File: src/rtl/ahb_pkg.sv
// Shared AHB-Lite encodings used by the bus initiator and its neighbours.
package ahb_pkg;

  localparam logic [1:0] HTRANS_IDLE   = 2'b00;
  localparam logic [1:0] HTRANS_BUSY   = 2'b01;
  localparam logic [1:0] HTRANS_NONSEQ = 2'b10;
  localparam logic [1:0] HTRANS_SEQ    = 2'b11;

  localparam logic [2:0] HSIZE_BYTE = 3'b000;
  localparam logic [2:0] HSIZE_HALF = 3'b001;
  localparam logic [2:0] HSIZE_WORD = 3'b010;

  localparam logic [2:0] HBURST_SINGLE = 3'b000;

  localparam logic HRESP_OKAY  = 1'b0;
  localparam logic HRESP_ERROR = 1'b1;

endpackage

File: src/rtl/ahb_lite_master.sv
// AHB-Lite single-transfer initiator: valid/ready commands in, pipelined NONSEQ/SINGLE
// transfers out, one in-order response per accepted command.
module ahb_lite_master
  import ahb_pkg::*;
#(
  parameter int unsigned ADDR_W    = 32,
  parameter logic [3:0]  HPROT_VAL = 4'b0011
) (
  input  logic              hclk,
  input  logic              hresetn,
  input  logic              cmd_valid,
  output logic              cmd_ready,
  input  logic              cmd_write,
  input  logic [2:0]        cmd_size,
  input  logic [ADDR_W-1:0] cmd_addr,
  input  logic [31:0]       cmd_wdata,
  output logic              rsp_valid,
  output logic              rsp_err,
  output logic [31:0]       rsp_rdata,
  output logic [ADDR_W-1:0] haddr,
  output logic [1:0]        htrans,
  output logic              hwrite,
  output logic [2:0]        hsize,
  output logic [2:0]        hburst,
  output logic [3:0]        hprot,
  output logic [31:0]       hwdata,
  input  logic [31:0]       hrdata,
  input  logic              hready,
  input  logic              hresp,
  output logic              busy
);

  // Address-phase registers
  logic              ap_valid_q, ap_valid_d;
  logic [ADDR_W-1:0] ap_addr_q, ap_addr_d;
  logic              ap_write_q, ap_write_d;
  logic [2:0]        ap_size_q, ap_size_d;
  logic [31:0]       ap_wdata_q, ap_wdata_d;
  // Data-phase registers
  logic              dp_valid_q, dp_valid_d;
  logic              dp_write_q, dp_write_d;
  logic [31:0]       dp_wdata_q, dp_wdata_d;
  // Error handling: cancel_q marks a NONSEQ dropped by an ERROR; cancel_rsp_q marks the
  // cycle carrying that dropped command's response.
  logic              cancel_q, cancel_d;
  logic              cancel_rsp_q, cancel_rsp_d;
  // Response registers
  logic              rsp_valid_q, rsp_valid_d;
  logic              rsp_err_q, rsp_err_d;
  logic [31:0]       rsp_rdata_q, rsp_rdata_d;

  logic              err_active;
  logic              err_first;
  logic              accept;
  logic              dp_done;
  logic              cancel_fire;
  logic [2:0]        eff_size;

  // Clear the low address bits that the transfer size makes meaningless.
  function automatic logic [ADDR_W-1:0] align_addr(input logic [ADDR_W-1:0] a,
                                                   input logic [2:0]        sz);
    logic [ADDR_W-1:0] r;
    r = a;
    case (sz)
      HSIZE_HALF: r[0]   = 1'b0;
      HSIZE_WORD: r[1:0] = 2'b00;
      default:    r      = a;
    endcase
    return r;
  endfunction

  // Handshake and phase-completion decode.
  always_comb begin
    err_active  = (dp_valid_q & (hresp == HRESP_ERROR)) | cancel_q | cancel_rsp_q;
    err_first   = dp_valid_q & (hresp == HRESP_ERROR) & ~hready & ap_valid_q;
    cmd_ready   = hready & ~err_active;
    accept      = cmd_valid & cmd_ready;
    dp_done     = hready & dp_valid_q;
    // The cancelled response goes out once the errored transfer has left the data phase.
    cancel_fire = cancel_q & ~dp_valid_q;
    eff_size    = (cmd_size > HSIZE_WORD) ? HSIZE_WORD : cmd_size;
  end

  // Next-state for the pipeline, cancel flags and response registers.
  always_comb begin
    ap_valid_d   = ap_valid_q;
    ap_addr_d    = ap_addr_q;
    ap_write_d   = ap_write_q;
    ap_size_d    = ap_size_q;
    ap_wdata_d   = ap_wdata_q;
    dp_valid_d   = dp_valid_q;
    dp_write_d   = dp_write_q;
    dp_wdata_d   = dp_wdata_q;
    cancel_d     = cancel_q;
    cancel_rsp_d = cancel_fire;

    if (hready) begin
      dp_valid_d = ap_valid_q;
      // Keep hwdata stable across idle slots rather than exposing stale address-phase data.
      if (ap_valid_q) begin
        dp_write_d = ap_write_q;
        dp_wdata_d = ap_wdata_q;
      end
      ap_valid_d = accept;
      if (accept) begin
        ap_addr_d  = align_addr(cmd_addr, eff_size);
        ap_write_d = cmd_write;
        ap_size_d  = eff_size;
        ap_wdata_d = cmd_wdata;
      end
    end else if (err_first) begin
      ap_valid_d = 1'b0;
      cancel_d   = 1'b1;
    end

    if (cancel_fire) begin
      cancel_d = 1'b0;
    end

    rsp_valid_d = dp_done | cancel_fire;
    rsp_err_d   = dp_done ? (hresp == HRESP_ERROR) : cancel_fire;
    rsp_rdata_d = (dp_done && !dp_write_q) ? hrdata : 32'h0;
  end

  // State registers; reset abandons any transfer in flight.
  always_ff @(posedge hclk or negedge hresetn) begin
    if (!hresetn) begin
      ap_valid_q   <= 1'b0;
      ap_addr_q    <= '0;
      ap_write_q   <= 1'b0;
      ap_size_q    <= HSIZE_BYTE;
      ap_wdata_q   <= 32'h0;
      dp_valid_q   <= 1'b0;
      dp_write_q   <= 1'b0;
      dp_wdata_q   <= 32'h0;
      cancel_q     <= 1'b0;
      cancel_rsp_q <= 1'b0;
      rsp_valid_q  <= 1'b0;
      rsp_err_q    <= 1'b0;
      rsp_rdata_q  <= 32'h0;
    end else begin
      ap_valid_q   <= ap_valid_d;
      ap_addr_q    <= ap_addr_d;
      ap_write_q   <= ap_write_d;
      ap_size_q    <= ap_size_d;
      ap_wdata_q   <= ap_wdata_d;
      dp_valid_q   <= dp_valid_d;
      dp_write_q   <= dp_write_d;
      dp_wdata_q   <= dp_wdata_d;
      cancel_q     <= cancel_d;
      cancel_rsp_q <= cancel_rsp_d;
      rsp_valid_q  <= rsp_valid_d;
      rsp_err_q    <= rsp_err_d;
      rsp_rdata_q  <= rsp_rdata_d;
    end
  end

  assign haddr     = ap_addr_q;
  assign htrans    = ap_valid_q ? HTRANS_NONSEQ : HTRANS_IDLE;
  assign hwrite    = ap_write_q;
  assign hsize     = ap_size_q;
  assign hburst    = HBURST_SINGLE;
  assign hprot     = HPROT_VAL;
  assign hwdata    = dp_wdata_q;
  assign rsp_valid = rsp_valid_q;
  assign rsp_err   = rsp_err_q;
  assign rsp_rdata = rsp_rdata_q;
  assign busy      = ap_valid_q | dp_valid_q | cancel_q | rsp_valid_q;

endmodule

File: config.mk
export PLATFORM = sky130hd
export DESIGN_NAME = ahb_lite_master
export DESIGN_NICKNAME = d
export VERILOG_FILES = /design/src/rtl/ahb_pkg.sv /design/src/rtl/ahb_lite_master.sv
export SDC_FILE = /design/constraint.sdc
export NUM_CORES = 1
export LEC_CHECK = 0
export BUFFER_PORTS_ARGS = -buffer_cell sky130_fd_sc_hd__clkbuf_2
export CAP_MARGIN = 20
export CORE_ASPECT_RATIO = 2
export CORE_UTILIZATION = 47
export DETAILED_ROUTE_END_ITERATION = 8
export PLACE_DENSITY = 0.83
export SLEW_MARGIN = 20
export SYNTH_ARGS = -nofsm -noshare
export SYNTH_HDL_FRONTEND = slang
export SYNTH_SLANG_ARGS = --single-unit
File: constraint.sdc
create_clock -name hclk -period 2.09 [get_ports hclk]
set_input_delay 0 -clock hclk [delete_from_list [all_inputs] [get_ports hclk]]
set_output_delay 0 -clock hclk [all_outputs]
set_load 0.005 [all_outputs]
==> qor.yml <==
path_cells: "a211oi_2 > nand3_4 > buf_12 > mux2_2"
startpoint_type: "flop"
max_cap_viol_count: 0
grt_first_pass_wirelength_mm: 22.6
crit_type: "reg2reg"
hold_viol: 0
cp.required_ns: 2.37
dp_hpwl_mm: 8.20
die_area_um2: 11400
powerDensity_nw_per_um2: 1040
vias_per_cell: 4.81
hold_class: "in2reg"
cts_post_setup_buffers_inserted: 0
dieWidth_um: 76.1
synth_warnings: 0
end_kind: "flop"
syn_avg_cell_area_um2: 16.0
synth_edf_count: 0
period_share_pct: 78.0
firstDrtPassIters: 4
clkTransAtPathRegs_ns: 0.06
drt-total-wl_mm: 14.2
synth_cell_types: 21
p_int_mw: 6.14
antenna_left: 0
synth_top_area_share_pct: 67.4
finalPower_mw: 8.32
slew_viol_final: 0
yosysTopAreaCell: "dfrtp_1"
post_drt_wl_per_cell_um: 17.8
p_seq_share_pct: 44.1
peakVddDrop_mv: 0.671
drc: 0
ys_seq_elements: 139
netlist_instances: 323
htreeDepth: 4
clock-skew-final_ns: 0.0135
status: "finished clean"
grt_max_degree: 69
clock_latency_ns: 0.41
clockRootBuffer: "clkbuf_16"
setup_viol: 0
synth_area_um2: 5160
synthTopCellsByArea: "dfrtp_1, mux2_2, mux2_4, and2_1, buf_4"
track_usage_pct: 26.7
async_flop_share_pct: 100
cts.hold.buffers_added: 106
cp_slowest_stage_delay_ns: 0.44
tritoncts: "done"
gp_congestion: 0.822
tns_ns: 0
io_buffers: 209
crit_slowest_cell: "dfrtp_1"
start_util_pct: 48.6
antenna_found_initial: 0
synth_common_cells: "dfrtp_1, mux2_2, and2_1, mux2_4, buf_4"
switchingPower_mw: 2.18
worst_ep_arrival_time_ns: 1.91
cts_buffer_depth: 2
synth-seq-area-share_pct: 67.4
reg2reg_setup_slack_ns: 0.46
hold_slack_ns: 0.0541
drt_iter0_drc: 117
fp.coreArea_um2: 10600
clock.fmax_ghz: 0.614
area_growth_pct: 55.0
die_height_um: 150
post-route-min-period_ns: 1.63
power.share.clock_pct: 35.6
grt_pass1_vias: 4499
r2r_cells: 4
crit_path_start: "dp_valid_q$_DFFE_PN0P_"
power.leakage_nw: 4.08
ios: 218
overflow: 0
cp-endpoint: "haddr[14]$_DFFE_PN0P_"
cts_inserted_buffers: 17
holdPathStages: 3
yosysMostFrequentCell: "dfrtp_1"
cp_max_fo: 53
diodes: 0
p_comb_share_pct: 20.4
timing.rr.start: "dp_valid_q$_DFFE_PN0P_"
cts_sinks: 139
switching_share_pct: 26.2
drive_gt1_share_pct: 52.5
vias: 3837
cts_resized: 0
rsz0062_at_grt: "no"
fin_nets: 753
rows: 53
synth_flop_cell: "dfrtp_1"
final_core_util_pct: 75.4
rr_endpoint: "haddr[14]$_DFFE_PN0P_"
kinds of logic (layout without fill, tap and decap cells):
logic type | count (synthesis) | after routing | synth area share (%)
other cells | 2 | 8 | 0.146
simple gates | 49 | 49 | 5.53
buf+inv | 29 | 361 | 3.30
mux | 100 | 100 | 22.9
flops | 139 | 139 | 67.4
compound gates | 4 | 4 | 0.655
power by group through the flow:
stage	clock network (mW)	logic, mW	registers, mW
6_report	2.96	1.69	3.66
5_1_grt	3.11	1.83	3.73
4_1_cts	2.99	1.67	3.65
3_5_place_dp	0	1.50	3.69
3_3_place_gp	0	1.45	3.64
2_1_floorplan	0	0.709	3.65
per-layer routing:
layer  vias up  share of wire, %  GRT usage [%]
met2       174                55           48.6
met4         0               5.2           18.4
li1       1716                 -              -
met3        47               5.9           7.15
met5         -                 0              0
met1      1900                34           26.1
placed cells by master (no fill, tap or decap), drive strengths merged:
cell type      n
a211oi         1
a31oi          1
a32o           1
and2          34
buf            9
bufinv         2
clkbuf       227
clkinv         3
clkinvlp       5
conb           8
dfrtp        139
dlygate4sd3  106
inv            9
mux2          97
mux2i          3
nand2          8
nand3          2
nor2           3
nor4b          1
o21ai          1
or4            1
worst min path at each step:
stage	start	slack (ns)	end
4_1_cts	cmd_size[1]	0.03	haddr[0]$_DFFE_PN0P_
3_5_place_dp	hresetn	-0.03	haddr[2]$_DFFE_PN0P_
2_1_floorplan	hresetn	-0.30	ap_valid_q$_DFFE_PN0P_
6_report	cmd_size[1]	0.05	haddr[0]$_DFFE_PN0P_
3_3_place_gp	hresetn	-0.04	haddr[3]$_DFFE_PN0P_
5_1_grt	cmd_size[1]	0.04	haddr[0]$_DFFE_PN0P_
per-stage QoR:
| step | instances | worst slack (ns) | area (um^2) |
|---|---|---|---|
| after CTS | 798 | 0.466 | 8000 |
| final | 798 | 0.460 | 8000 |
| after detailed placement | 660 | 0.478 | 6350 |
| after global placement | 660 | 0.599 | 6350 |
| after floorplan | 329 | 0.597 | 5180 |
| after global routing | 798 | 0.410 | 8000 |
sequential cells by signal, indices dropped and copies added, names as in the netlist:
name	count
ap_wdata_q	32
ap_valid_q	1
hsize	3
rsp_valid	1
haddr	32
cancel_q	1
hwdata	32
cancel_rsp_q	1
dp_valid_q	1
dp_write_q	1
rsp_err	1
rsp_rdata	32
hwrite	1
critical path, delay by kind of cell (launching register included):
kind,cells,cell delay (ns)
buffers and inverters,1,0.23
AND/OR/NAND/NOR,1,0.14
AO/OA/AOI/OAI,1,0.34
multiplexers,1,0.33
flip-flops,1,0.44
final cells by class:
cell class / instances / area [um^2]
fill: 631 / 2620
tap: 137 / 171
inverter: 6 / 22.5
sequential: 139 / 3480
timing repair buffer: 323 / 2200
clock inverter: 13 / 143
clock buffer: 19 / 443
multi-input combinational: 161 / 1540
Note: power is estimated with default switching activity, not from simulation.
